$ cat config.mk
export PLATFORM = sky130hd
export DESIGN_NAME = rr_arbiter_param
export DESIGN_NICKNAME = d
export VERILOG_FILES = /design/src/rtl/arb_pkg.sv /design/src/rtl/rr_pick.sv /design/src/rtl/rr_arbiter_param.sv
export SDC_FILE = /design/constraint.sdc
export NUM_CORES = 1
export LEC_CHECK = 0
export CAP_MARGIN = 10
export CORE_AREA = 2 2 53 55
export DETAILED_ROUTE_END_ITERATION = 16
export DIE_AREA = 0 0 55 57
export HOLD_SLACK_MARGIN = 0.06
export SLEW_MARGIN = 20
export SYNTH_ARGS = -nofsm -noshare
export SYNTH_HDL_FRONTEND = slang
export SYNTH_SLANG_ARGS = --single-unit
$ cat constraint.sdc
create_clock -name clk -period 5.4 [get_ports clk]
set_input_delay 1.35 -clock clk [delete_from_list [all_inputs] [get_ports clk]]
set_output_delay 1.35 -clock clk [all_outputs]
set_load 0.01 [all_outputs]
$ cat src/rtl/arb_pkg.sv
// Shared definitions for the round-robin arbiter family: FSM state encoding
// and the grant-ID width helper used when N comes from a parent level.
package arb_pkg;

  typedef enum logic {
    ARB_IDLE  = 1'b0,
    ARB_GRANT = 1'b1
  } arb_state_e;

  // Never returns 0, so a one-requester or MAX_HOLD=1 build still gets a real vector.
  function automatic int arb_id_w(input int n);
    return (n > 1) ? $clog2(n) : 1;
  endfunction

endpackage

$ cat src/rtl/rr_pick.sv
// Rotating priority encoder: first eligible requester at or above ptr,
// wrapping mod N. Masked bits are never picked.
module rr_pick #(
  parameter int N    = 4,
  parameter int ID_W = 2
) (
  input  logic [N-1:0]    req,
  input  logic [N-1:0]    mask,
  input  logic [ID_W-1:0] ptr,
  output logic [N-1:0]    pick,
  output logic [ID_W-1:0] pick_id,
  output logic            any
);

  logic [N-1:0]    eligible;
  logic [ID_W-1:0] idx;

  assign eligible = req & ~mask;

  always_comb begin
    pick    = '0;
    pick_id = '0;
    any     = 1'b0;
    idx     = '0;
    for (int i = 0; i < N; i++) begin
      idx = ID_W'((int'(ptr) + i) % N);
      if (!any && eligible[idx]) begin
        any       = 1'b1;
        pick[idx] = 1'b1;
        pick_id   = idx;
      end
    end
  end

endmodule

$ cat src/rtl/rr_arbiter_param.sv
// N-way round-robin arbiter with registered one-hot grant and owner ID.
// Define ARB_TIMEOUT_EN to pre-empt an owner after MAX_HOLD cycles while others wait.
//
// state     | meaning
// ARB_IDLE  | no owner; any request is granted from ptr upward
// ARB_GRANT | owner gnt_id holds the resource until it drops its request
module rr_arbiter_param
  import arb_pkg::*;
#(
  parameter  int N        = 4,
  parameter  int MAX_HOLD = 8,
  localparam int ID_W     = arb_id_w(N)
) (
  input  logic            clk,
  input  logic            reset,
  input  logic [N-1:0]    req,
  output logic [N-1:0]    gnt,
  output logic            gnt_valid,
  output logic [ID_W-1:0] gnt_id
);

  if (N < 2 || MAX_HOLD < 1) begin : g_bad_param
    $error("rr_arbiter_param: N must be >= 2 and MAX_HOLD >= 1");
  end

  arb_state_e      state_q, state_d;
  logic [ID_W-1:0] ptr_q, ptr_d;
  logic [N-1:0]    gnt_q, gnt_d;
  logic [ID_W-1:0] gnt_id_q, gnt_id_d;
  logic            gnt_valid_q, gnt_valid_d;

  logic [ID_W-1:0] nxt_ptr, pick_ptr, pick_id;
  logic [N-1:0]    pick_mask, pick;
  logic            pick_any, owner_req;

`ifdef ARB_TIMEOUT_EN
  localparam int HOLD_W = arb_id_w(MAX_HOLD);
  logic [HOLD_W-1:0] hold_q, hold_d;
  logic              hold_sat;
  assign hold_sat = (hold_q == HOLD_W'(MAX_HOLD - 1));
`endif

  assign nxt_ptr   = (gnt_id_q == ID_W'(N - 1)) ? '0 : gnt_id_q + ID_W'(1);
  assign owner_req = |(req & gnt_q);
  // While owned, search starts just past the owner and skips it, which serves
  // both release and pre-emption with a single picker.
  assign pick_ptr  = (state_q == ARB_GRANT) ? nxt_ptr : ptr_q;
  assign pick_mask = (state_q == ARB_GRANT) ? gnt_q : '0;

  rr_pick #(.N(N), .ID_W(ID_W)) u_pick (
    .req     (req),
    .mask    (pick_mask),
    .ptr     (pick_ptr),
    .pick    (pick),
    .pick_id (pick_id),
    .any     (pick_any)
  );

  always_comb begin
    state_d     = state_q;
    ptr_d       = ptr_q;
    gnt_d       = gnt_q;
    gnt_id_d    = gnt_id_q;
    gnt_valid_d = gnt_valid_q;
`ifdef ARB_TIMEOUT_EN
    hold_d      = hold_q;
`endif
    case (state_q)
      ARB_IDLE: begin
        if (pick_any) begin
          state_d     = ARB_GRANT;
          gnt_d       = pick;
          gnt_id_d    = pick_id;
          gnt_valid_d = 1'b1;
`ifdef ARB_TIMEOUT_EN
          hold_d      = '0;
`endif
        end
      end
      ARB_GRANT: begin
        if (!owner_req) begin
          ptr_d = nxt_ptr;
`ifdef ARB_TIMEOUT_EN
          hold_d = '0;
`endif
          if (pick_any) begin
            gnt_d    = pick;
            gnt_id_d = pick_id;
          end else begin
            state_d     = ARB_IDLE;
            gnt_d       = '0;
            gnt_id_d    = '0;
            gnt_valid_d = 1'b0;
          end
        end
`ifdef ARB_TIMEOUT_EN
        else if (hold_sat && pick_any) begin
          ptr_d    = nxt_ptr;
          gnt_d    = pick;
          gnt_id_d = pick_id;
          hold_d   = '0;
        end else if (!hold_sat) begin
          hold_d = hold_q + HOLD_W'(1);
        end
`endif
      end
      default: state_d = ARB_IDLE;
    endcase
  end

  always_ff @(posedge clk or negedge reset) begin
    if (!reset) begin
      state_q     <= ARB_IDLE;
      ptr_q       <= '0;
      gnt_q       <= '0;
      gnt_id_q    <= '0;
      gnt_valid_q <= 1'b0;
`ifdef ARB_TIMEOUT_EN
      hold_q      <= '0;
`endif
    end else begin
      state_q     <= state_d;
      ptr_q       <= ptr_d;
      gnt_q       <= gnt_d;
      gnt_id_q    <= gnt_id_d;
      gnt_valid_q <= gnt_valid_d;
`ifdef ARB_TIMEOUT_EN
      hold_q      <= hold_d;
`endif
    end
  end

  assign gnt       = gnt_q;
  assign gnt_valid = gnt_valid_q;
  assign gnt_id    = gnt_id_q;

endmodule

==> impl_metrics.env, run 1 <==
export IMPL_nFillCells=266
export IMPL_cts_resized=0
export IMPL_clock_insertion_delay_worst_skew_ns=0.26
export IMPL_drt_wl_total_um=3020
export IMPL_arrival_time_at_the_worst_endpoint_ns=3.42
export IMPL_final_hold_violation_count=0
export IMPL_max_stage_delay_ns=0.59
export IMPL_ys_seq_elements=10
export IMPL_ys_types=39
export IMPL_yosys_top_cells_count="sky130_fd_sc_hd__nand2_1 (14), sky130_fd_sc_hd__dfrtp_1 (10), sky130_fd_sc_hd__ha_1 (8), sky130_fd_sc_hd__nand4_1 (8), sky130_fd_sc_hd__nor2_1 (8)"
export IMPL_cp_endpoint="gnt_id[0]"
export IMPL_cts_tree="yes"
export IMPL_r2r_end="gnt_id[0]"
export IMPL_drt_pass1_iterations=4
export IMPL_ant_nets=0
export IMPL_grt_pass1_vias=1090
export IMPL_drc=0
export IMPL_worst_r2r_start="state_q"
export IMPL_tightestPinTransition_ns=0.866
export IMPL_cts_max_level=1
export IMPL_synthArstFlopShare_pct=100
export IMPL_yosysMostFrequentCell="sky130_fd_sc_hd__nand2_1"
export IMPL_cts_reportedPaths_clkPinSlew_ns=0.07
export IMPL_post_cts_repair_setup_buffers=0
export IMPL_proportion_of_layout_cells_with_a_drive_suffix_above_1_pct=11.3
export IMPL_total_negative_setup_slacks_ns=0
export IMPL_path_buf_inv=1
export IMPL_grt_use_total_pct=21.5
export IMPL_overall_overflow_remaining_after_global_route=0
export IMPL_dp_hpwl_um=2380
export IMPL_row_count=19
export IMPL_stages_on_the_worst_setup_path=5
export IMPL_ctsRootBufferMaster="sky130_fd_sc_hd__clkbuf_4"
export IMPL_syn_area_mm2=0.00111
export IMPL_synth_edff_count=0
export IMPL_worst_clock_skew_ns=0.00511
export IMPL_ios=13
export IMPL_drv_max_cap_violation_count=0
export IMPL_yosys_top_cells_area="sky130_fd_sc_hd__dfrtp_1 (23%), sky130_fd_sc_hd__ha_1 (9.0%), sky130_fd_sc_hd__nand2_1 (4.8%)"
export IMPL_post_route_min_period_ns=3.28
export IMPL_synthesis_yosys_warnings=0
export IMPL_grt_antenna_before_repair=0
export IMPL_worstHoldPathType="flop to flop"
export IMPL_port_buffer_count=12
export IMPL_synth_seq_area_share_pct=22.6
export IMPL_worst_path_max_delay_cell="sky130_fd_sc_hd__clkdlybuf4s50_1"
export IMPL_synth_top_area_share_pct=22.6
export IMPL_placeable_area_mm2=0.00262
export IMPL_outcome="completed"
export IMPL_finalSetupViolations=0
export IMPL_fmaxAchievable_mhz=305
export IMPL_critical_path_top_delay_family="compound AO/OA/AOI/OAI gates"
export IMPL_syn_inst=128
export IMPL_critPathLaunch="req[3]"
export IMPL_clock_sinks=10
export IMPL_cts_buffers_inserted=3
export IMPL_rr_worst_depth=6
export IMPL_critical_path_required_ns=5.53
export IMPL_worst_slew_margin_rel_pct=41.5
export IMPL_critical_path_start_type="input pin"
export IMPL_die_area_mm2=0.00314
export IMPL_ant_diodes=0
export IMPL_cts_hold_buffers=0
export IMPL_layout_worst_path_cycle_share_pct=60.8
export IMPL_crit_path_cell_trace="clkdlybuf4s50_1 -> a21bo_2 -> mux4_2 -> a2111oi_0 -> o31ai_1"
export IMPL_synthesis_area_per_instance_um2=8.64
export IMPL_die_height_um=57
export IMPL_gpl_final_weighted_congestion=0.887
export IMPL_worst_r2r_setup_slack_ns=2.34
export IMPL_routedWlPerCell_um=17.5
export IMPL_die_x_um=55
export IMPL_clock_path_buffers=2
export IMPL_synth_main_ff_cell="sky130_fd_sc_hd__dfrtp_1"
export IMPL_vias=1114
export IMPL_syn_to_final_growth_pct=16.3
export IMPL_pin_count_of_the_biggest_net_entering_global_routing=27
export IMPL_synth_largest_area_cell="sky130_fd_sc_hd__dfrtp_1"
export IMPL_path_class="input pin to flop"
export IMPL_route_detailed_vias_per_inst=6.44
export IMPL_detailedRoute_firstIterationViolations=48
export IMPL_grt_pass1_wl_um=4950
export IMPL_finish_net_count=157
export IMPL_timing_max_transition_violations_final=0
export IMPL_synthesis_nets=142
export IMPL_crit_path_max_fanout=7
export IMPL_floorplan_initialDensity_pct=42.3
export IMPL_grt_setup_unrepaired="false"
export IMPL_timing_critical_path_to_type="flop"
## worst reg2reg max path, cell delays in order, from the launching register on
cell                        delay [ns]
sky130_fd_sc_hd__dfrtp_1          0.79
sky130_fd_sc_hd__nor2b_1          0.17
sky130_fd_sc_hd__a21oi_1          0.52
sky130_fd_sc_hd__ha_1             0.44
sky130_fd_sc_hd__mux4_2           0.40
sky130_fd_sc_hd__a2111oi_0        0.51
sky130_fd_sc_hd__o31ai_1          0.11
## logic make-up after synthesis
kind of cell | count (synthesis) | share of synthesized area (%)
AO/OA/AOI/OAI | 46 | 32.6
buffers and inverters | 6 | 2.71
flip-flops | 10 | 22.6
adder cells (fa/ha/maj) | 8 | 9.05
multiplexers | 4 | 6.33
AND/OR/NAND/NOR | 54 | 26.7
## area by class of cell
class / instances / area [um^2] / share of cell area [%]
multi-input combinational: 112 / 826 / 64.2
sequential: 10 / 250 / 19.5
timing repair buffer: 12 / 120 / 9.34
tap: 31 / 38.8 / 3.02
clock buffer: 4 / 36.3 / 2.82
inverter: 4 / 15.0 / 1.17
## cell usage in the layout (no fill, tap or decap), drive strengths merged, types with 5 or more instances in the layout
cell type	instances
nand4	8
nand3	6
clkdlybuf4s50	12
dfrtp	10
nand2	14
nor2	9
nand2b	5
ha	8
a21oi	5
## through the flow
| stage | cell area [um^2] | worst slack (ns) | utilization, % | std cells | hold WS (ns) |
|---|---|---|---|---|---|
| 6_report | 1290 | 2.12 | 49.2 | 173 | 0.549 |
| 5_1_grt | 1290 | 1.98 | 49.2 | 173 | 0.588 |
| 4_1_cts | 1290 | 2.16 | 49.2 | 173 | 0.545 |
| 3_5_place_dp | 1250 | 1.88 | 47.8 | 169 | 0.527 |
| 3_3_place_gp | 1250 | 1.85 | 47.8 | 169 | 0.520 |
| 2_1_floorplan | 1110 | 2.68 | - | 128 | 0.464 |
## metal layers
metal / vias up / global-route usage [%] / part of all wire (%)
li1: 533 / - / -
met1: 528 / 29.5 / 44
met2: 45 / 32.5 / 48
met3: 8 / 1.05 / 6.0
met4: 0 / 13.6 / 2.9
met5: - / 0 / 0
## how the worst min path moves through the flow
| stage | startpoint | to | slack [ns] | depth (start not counted) |
|---|---|---|---|---|
| floorplan | ptr_q[0] | ptr_q[0] | 0.46 | 2 |
| global placement | ptr_q[1] | ptr_q[1] | 0.52 | 1 |
| detailed placement | ptr_q[1] | ptr_q[1] | 0.53 | 1 |
| CTS | ptr_q[1] | ptr_q[1] | 0.55 | 1 |
| global route | ptr_q[1] | ptr_q[1] | 0.59 | 1 |
| finish | ptr_q[1] | ptr_q[1] | 0.55 | 1 |
## sequential cells by signal, indices dropped and copies added (netlist names)
register / count
ptr_q: 2
state_q: 1
gnt: 4
gnt_id: 2
gnt_valid: 1
Power of run 1 is not shown: default switching activity piles up to over one toggle a cycle in this logic, so the estimate is an artifact.
==> run 2: changes to the inputs <==
--- a/config.mk
+++ b/config.mk
@@ -10,6 +10,7 @@
 export DETAILED_ROUTE_END_ITERATION = 16
 export DIE_AREA = 0 0 55 57
 export HOLD_SLACK_MARGIN = 0.06
+export PLACE_DENSITY = 0.67
 export SLEW_MARGIN = 20
 export SYNTH_ARGS = -nofsm -noshare
 export SYNTH_HDL_FRONTEND = slang
==> constraint.sdc (replaced) <==
create_clock -name clk -period 2.65 [get_ports clk]
set_input_delay 0.6625 -clock clk [delete_from_list [all_inputs] [get_ports clk]]
set_output_delay 0.6625 -clock clk [all_outputs]
set_load 0.01 [all_outputs]
==> run 2 against run 1 <==
First-iteration DRC count shrank 27%; setup slack lost 2.0 ns; design area grew 11%; cell count grew 9.8%; sequential share of layout area shrank 2.0 points; non-clock buffer count grew 17; flip-flop and latch count is the same; global-route usage grew 0.87 points; clock skew grew 0.0019 ns; clock-buffer cell count is the same; die area is the same; highest routed layer unchanged.
==> impl_metrics.env, run 2 (synthesis gave the netlist of run 1 again) <==
export IMPL_outcome="completed"
export IMPL_routedWlPerCell_um=16.6
export IMPL_layout_worst_path_cycle_share_pct=95.9
export IMPL_crit_path_max_fanout=10
export IMPL_clock_insertion_delay_worst_skew_ns=0.27
export IMPL_cts_tree="yes"
export IMPL_nFillCells=240
export IMPL_critPathMostFrequentCell="sky130_fd_sc_hd__ha_1"
export IMPL_drt_wl_total_um=3150
export IMPL_post_route_min_period_ns=2.54
export IMPL_finalSetupViolations=0
export IMPL_crit_path_cell_trace="ha_1 -> nor3b_4 -> nor2_4 -> ha_1 -> mux4_2 -> nand3_1 -> o311ai_0 -> a22o_1"
export IMPL_drc=0
export IMPL_ios=13
export IMPL_worst_slew_margin_rel_pct=64.6
export IMPL_grt_antenna_before_repair=0
export IMPL_layout_commonest_cell="sky130_fd_sc_hd__buf_4"
export IMPL_drv_max_cap_violation_count=0
export IMPL_fmaxAchievable_mhz=393
export IMPL_critical_path_start_type="flop"
export IMPL_post_cts_repair_setup_buffers=0
export IMPL_tightestPinTransition_ns=0.531
export IMPL_die_area_mm2=0.00314
export IMPL_route_detailed_vias_per_inst=6.27
export IMPL_port_buffer_count=12
export IMPL_ctsRootBufferMaster="sky130_fd_sc_hd__clkbuf_4"
export IMPL_top_signal_layer_used="met4"
export IMPL_final_hold_violation_count=0
export IMPL_grt_pass1_vias=1104
export IMPL_die_x_um=55
export IMPL_grt_pass1_wl_um=5170
export IMPL_clock_sinks=10
export IMPL_grt_setup_unrepaired="false"
export IMPL_worst_clock_skew_ns=0.00697
export IMPL_dp_hpwl_um=2600
export IMPL_layout_cells_most_common_list="sky130_fd_sc_hd__buf_4 (17), sky130_fd_sc_hd__nand2_1 (14), sky130_fd_sc_hd__clkdlybuf4s50_1 (12)"
export IMPL_timing_max_transition_violations_final=0
export IMPL_cts_hold_buffers=0
export IMPL_cts_max_level=1
export IMPL_vias=1192
export IMPL_worst_path_max_delay_cell="sky130_fd_sc_hd__dfrtp_1"
export IMPL_path_buf_inv=0
export IMPL_cts_reportedPaths_clkPinSlew_ns=0.06
export IMPL_ant_diodes=0
export IMPL_critical_path_top_delay_family="adder cells"
export IMPL_row_count=19
export IMPL_syn_to_final_growth_pct=29.4
export IMPL_finish_net_count=174
export IMPL_clock_path_buffers=2
export IMPL_proportion_of_layout_cells_with_a_drive_suffix_above_1_pct=22.0
export IMPL_dr_wl_met2_um=1560
export IMPL_die_height_um=57
export IMPL_worstHoldPathType="flop to flop"
export IMPL_detail_route_wirelength_met1_um=1420
export IMPL_path_class="flop to flop"
export IMPL_max_stage_delay_ns=0.41
export IMPL_critical_path_required_ns=2.86
export IMPL_largest_register_ffs=4
export IMPL_gpl_final_weighted_congestion=0.892
export IMPL_post_dp_cell_area_mm2=0.00138
export IMPL_finalInstanceArea_mm2=0.00143
export IMPL_pin_count_of_the_biggest_net_entering_global_routing=13
export IMPL_timing_critical_path_to_type="flop"
export IMPL_detailedRoute_firstIterationViolations=35
export IMPL_grt_use_total_pct=22.4
export IMPL_arrival_time_at_the_worst_endpoint_ns=2.75
export IMPL_cts_resized=0
export IMPL_placeable_area_mm2=0.00262
export IMPL_floorplan_initialDensity_pct=42.3
export IMPL_wl_met3_um=86
export IMPL_overall_overflow_remaining_after_global_route=0
export IMPL_drt_pass1_iterations=4
export IMPL_cts_buffers_inserted=3
export IMPL_ant_nets=0
run 2: path summary, 6_finish.rpt:
check / startpoint / to / slack [ns] / cells after the start
worst max register to register: gnt_id[1] / gnt_id[1] / 0.11 / 8
worst max-delay path: gnt_id[1] / gnt_id[1] / 0.11 / 8
max in group asynchronous: reset / gnt[2] / 1.66 / 1
min in group asynchronous: reset / ptr_q[0] / 0.69 / 1
worst min register to register: gnt_valid / gnt_valid / 0.55 / 2
worst min-delay path: gnt_valid / gnt_valid / 0.55 / 2
run 2: layout make-up:
type	instances	area (um^2)	area share, %
inverters	4	15.0	1.05
well taps	31	38.8	2.71
clock buffers	4	36.3	2.53
multi-input cells	112	843	58.9
repair buffers	29	248	17.3
flip-flops and latches	10	250	17.5
run 2: worst min-delay path, cell delays in order, from the launching register on:
cell,delay (ns)
sky130_fd_sc_hd__dfrtp_1,0.39
sky130_fd_sc_hd__nand2_1,0.06
sky130_fd_sc_hd__a21oi_1,0.06
run 2: through the flow:
| step | cells | hold WS, ns | utilization [%] | setup TNS (ns) | worst slack [ns] |
|---|---|---|---|---|---|
| after floorplan | 128 | 0.367 | - | 0 | 0.109 |
| after global placement | 186 | 0.529 | 52.7 | -0.139 | -0.0355 |
| after detailed placement | 186 | 0.537 | 52.7 | -0.302 | -0.0758 |
| after CTS | 190 | 0.555 | 54.1 | 0 | 0.0943 |
| after global routing | 190 | 0.586 | 54.7 | 0 | 0.0179 |
| final | 190 | 0.549 | 54.7 | 0 | 0.108 |
run 2: metal layers:
metal	global-route usage, %	vias to the layer above
met1	30.3	591
met3	1.57	8
li1	-	566
met4	7.67	0
met5	0	-
met2	37.1	27
Power of run 2 is left out for the same reason.
==> patch 1 (config.mk and constraints of run 2) <==
Add a define of `ARB_TIMEOUT_EN`.
--- a/src/rtl/rr_arbiter_param.sv
+++ b/src/rtl/rr_arbiter_param.sv
@@ -4,6 +4,8 @@
 // state     | meaning
 // ARB_IDLE  | no owner; any request is granted from ptr upward
 // ARB_GRANT | owner gnt_id holds the resource until it drops its request
+`define ARB_TIMEOUT_EN
+
 module rr_arbiter_param
   import arb_pkg::*;
 #(
Function: changed (a bounded check fails within 10 cycles, from zero or initial values and one cycle with reset low).
==> patch 1 against run 2 <==
  * Sequential cell count is 3 higher
  * Core utilization is 11 points higher
  * Final cell count is 11% higher
  * Area after synthesis is 15% higher
  * Critical endpoint is now gnt[2]$_DFFE_PN0P_
  * Setup slack worse by 0.10 ns
  * Final area is 20% higher
  * Critical path depth is 1 higher
  * Hold slack worse by 0.040 ns
  * Wire length is 11% higher
  * Largest cell class unchanged
Power is not shown: default switching activity piles up to over one toggle a cycle in this logic, so the estimate is an artifact.
==> patch 1: results (changes against run 2) <==
[synthesis]
syn_nets = 156  ; +9.9%
seq_area_frac_synth_pct = 25.6  ; +3.0 points
synthTopCellsByArea = dfrtp_1 (26%), ha_1 (11%), mux4_2 (5.3%)
synthArstFlopShare_pct = 100  ; unchanged
ys_types = 51  ; +31%
synth_fa_ha_area_share_pct = 10.8  ; +1.8 points
synth-xor-area-share_pct = 0  ; unchanged
ys_warn_count = 0  ; unchanged
synth.area.mux_share_pct = 8.78  ; +2.4 points
synthTopCellsByCount = nand2_1 (14), nor2_1 (14), dfrtp_1 (13)
synth-compound-area-share_pct = 30.1  ; -2.5 points

[grt]
grt_pass1_vias = 1209  ; +9.5%
grt_use_total_pct = 24.1  ; +1.7 points
grt_max_degree = 17  ; +4
antenna_found_initial = 0  ; unchanged
grt_pass1_wl_mm = 5.57  ; +7.7%

[place]
postPlaceCellArea_mm2 = 0.00157  ; +14%
portBuffers = 12  ; unchanged
dp_hpwl_mm = 2.60  ; +0.13%
routabilityCongestion = 0.937  ; +5.1%

[route]
drt_iter0_markers = 69  ; +97%
wl_per_cell_um = 16.6  ; +0.30%
vias = 1285  ; +7.8%
drtPass1Iterations = 4  ; unchanged

[finish]
fin_nets = 197  ; +13%
drive_above_1_share_pct = 33.5  ; +12 points
largest_reg_flops = 4  ; unchanged
diodes = 0  ; unchanged
fillers = 216  ; -10%

[run_status]
status = completed

[timing]
skew_ns = 0.000823  ; -0.00615 ns
slew_headroom_pct = 60.6  ; -4.0 points
whs_ns = 0.510  ; -0.0400 ns

[clocking]
h-tree-depth = 1  ; unchanged
clk_latency_ns = 0.28
cts_made_buffers = 3  ; unchanged
cts-root-buf = clkbuf_4
cts.path.max_buffers = 2  ; unchanged
cts.clk_slew.worst_paths_ns = 0.08  ; +0.02 ns

[critical_path]
crit_fanout = 8  ; -2
ff2ff_setup_slack_ns = 0.004  ; -0.10 ns

[worst_hold_path]
worstHoldPathType = flip-flop to flip-flop

==> patch 1: layer usage <==
metal	global-route usage, %	up-vias	routed length, um
li1	-	609	-
met1	32.3	621	1430
met2	39.8	48	1770
met3	2.36	7	207
met4	8.36	0	88
met5	0	-	0
==> patch 1: cells by family (layout without fill, tap and decap cells) <==
kind of cell,after synthesis,in the layout
simple gates,47,47
mux,6,6
buf+inv,12,52
flops,13,13
compound gates,50,50
fa+ha+maj,11,11
==> patch 1: cell type report <==
cell class	count	area [um2]	area share (%)
timing repair buffer	42	349	20.3
tap	31	38.8	2.26
inverter	6	35.0	2.04
multi-input combinational	114	941	54.8
clock buffer	4	26.3	1.53
sequential	13	328	19.1
==> patch 1: worst paths after layout <==
check	start	end	cells past startpoint
setup / recovery	gnt_id[0]$_DFFE_PN0P_	gnt[2]$_DFFE_PN0P_	9
hold / removal	ptr_q[0]$_DFFE_PN0P_	ptr_q[0]$_DFFE_PN0P_	1
setup reg to reg	gnt_id[0]$_DFFE_PN0P_	gnt[2]$_DFFE_PN0P_	9
hold reg to reg	ptr_q[0]$_DFFE_PN0P_	ptr_q[0]$_DFFE_PN0P_	1
max in group asynchronous	reset	gnt_id[0]$_DFFE_PN0P_	1
min in group asynchronous	reset	state_q$_DFF_PN0_	1
==> patch 1: what timing repair did <==
| action | in CTS | in global routing |
|---|---|---|
| pin swaps | 2 | 8 |
| resized for setup | 5 | 8 |
| endpoints found under the hold margin | 0 | 0 |
| buffers inserted | 2 | 5 |
| hold buffers | 0 | 0 |
| setup endpoints to repair | 4 | 7 |
==> patch 1: stage by stage <==
step / TNS (ns) / utilization, % / instances / setup WS [ns]
6_report: 0 / 65.7 / 210 / 0.00440
5_1_grt: -0.299 / 65.7 / 210 / -0.0812
4_1_cts: 0 / 62.6 / 205 / 0.0402
3_5_place_dp: -0.758 / 60.1 / 199 / -0.204
3_3_place_gp: -0.432 / 60.1 / 199 / -0.109
2_1_floorplan: -0.0275 / - / 139 / -0.0275
==> patch 1: critical path: stages, from the launching register on <==
cell,delay [ns]
dfrtp_2,0.45
ha_4,0.29
mux2i_4,0.09
buf_6,0.13
ha_4,0.27
mux4_2,0.62
nor2_4,0.19
nand2_1,0.07
a311oi_1,0.31
a221o_1,0.17
==> patch 2 (flow settings as in run 2) <==
Without the edit above. Make the reset (`reset`) synchronous in one clocked block.
--- a/src/rtl/rr_arbiter_param.sv
+++ b/src/rtl/rr_arbiter_param.sv
@@ -108,7 +108,7 @@
     endcase
   end
 
-  always_ff @(posedge clk or negedge reset) begin
+  always_ff @(posedge clk) begin
     if (!reset) begin
       state_q     <= ARB_IDLE;
       ptr_q       <= '0;
Check against the original RTL: differs if reset is asserted again (counterexample within 4 cycles, from zero or initial values and one cycle with reset low); with reset held inactive, the same outputs for 10 cycles.
==> patch 2 against run 2 <==
  * Wire length fell by 1.3%
  * Sequential cell count did not move
  * Maximum frequency fell by 1.3%
  * Setup slack got worse by 0.034 ns
  * Final cell count rose by 2.1%
  * Area after synthesis rose by 3.4%
  * Critical path depth rose by 4
  * Final area rose by 4.6%
  * First-iteration DRC count rose by 77%
  * Critical path type unchanged
  * Critical endpoint is now gnt[1]$_SDFFE_PN0P_
==> patch 2: results (changes against run 2) <==
[finish]
multi_input_area_um2 = 907  ; +7.6%
buffers = 34  ; +17%
inv_count = 6  ; +2
buf_share_pct = 19.0  ; +1.7 points
seq_area_um2 = 205  ; -18%
fillers = 248  ; +3.3%
diodes = 0  ; unchanged
final_area_mm2 = 0.00150  ; +4.6%
multi_input_gates = 109  ; -2.7%
fin_nets = 175  ; +0.57%
drive_above_1_share_pct = 34.4  ; +12 points

[grt]
grt_pass1_wl_mm = 5.01  ; -3.1%
grt_util_met3_pct = 0  ; -1.6 points
met2_usage_pct = 33.5  ; -3.6 points
grt_use_total_pct = 21.6  ; -0.83 points
grtUsageMet1_pct = 31.1  ; +0.79 points
grt_pass1_vias = 1094  ; -0.91%
grt_max_degree = 17  ; +4

[clocking]
ctsResizeCount = 0  ; unchanged
cts.path.max_buffers = 2  ; unchanged

[synthesis]
synthArstFlopShare_pct = 0  ; -100 points
seq_area_frac_synth_pct = 17.5  ; -5.1 points
synthTopCellsByCount = dfxtp_1 (10), nand2_1 (10), o21ai_0 (9)
syn_nets = 141  ; -0.70%
synthTopCellsByArea = dfxtp_1 (18%), ha_1 (5.5%), o21ai_0 (3.9%)
synthFlopType = dfxtp_1
synth_fa_ha_area_share_pct = 5.47  ; -3.6 points
synth.area.mux_share_pct = 7.88  ; +1.5 points
avgSynthCellArea_um2 = 8.80  ; +1.8%
synth-compound-area-share_pct = 38.4  ; +5.8 points
ys_types = 61  ; +56%

[timing]
worstMarginPinSlew_ns = 0.379  ; -0.152 ns
whs_ns = 0.484  ; -0.0654 ns
period_share_pct = 97.2  ; +1.3 points

[place]
pre_cts_slack_ns = -0.0190  ; +0.0568 ns
routabilityCongestion = 0.980  ; +9.9%
dp_cells = 188  ; +1.1%
postPlaceCellArea_mm2 = 0.00143  ; +3.7%
dp_hpwl_mm = 2.50  ; -3.8%

[route]
vias = 1183  ; -0.76%
totalWireLength_mm = 3.11  ; -1.3%
wl_met2_mm = 1.52  ; -2.5%
wl_per_cell_um = 16.0  ; -3.3%
drt_iter0_markers = 62  ; +77%
wl_met3_um = 178  ; +110%
wl_met1_mm = 1.34  ; -5.9%

[critical_path]
arrival_ns = 2.73  ; -0.02 ns
ff2ff_setup_slack_ns = 0.07  ; -0.03 ns

[run_status]
status = completed

[floorplanning]
initial_core_util_pct = 43.7  ; +1.4 points

[patch 2: critical path, stage by stage, from the launching register on]
cell and delay [ns]:
dfxtp_4 0.35, ha_4 0.24, nand2_1 0.08, and2_4 0.16, inv_4 0.03, ha_1 0.21, nor3_4 0.31, buf_4 0.18
nor3_1 0.05, a31oi_1 0.24, a21oi_1 0.13, a222oi_1 0.37, o2bb2ai_1 0.11
[patch 2: path summary, 6_finish.rpt]
| kind | from | cells past startpoint | endpoint |
|---|---|---|---|
| max | gnt_id[0]$_SDFFE_PN0P_ | 12 | gnt[1]$_SDFFE_PN0P_ |
| min | ptr_q[0]$_SDFFE_PN0P_ | 2 | ptr_q[0]$_SDFFE_PN0P_ |
| max reg2reg | gnt_id[0]$_SDFFE_PN0P_ | 12 | gnt[1]$_SDFFE_PN0P_ |
| min reg2reg | ptr_q[0]$_SDFFE_PN0P_ | 2 | ptr_q[0]$_SDFFE_PN0P_ |
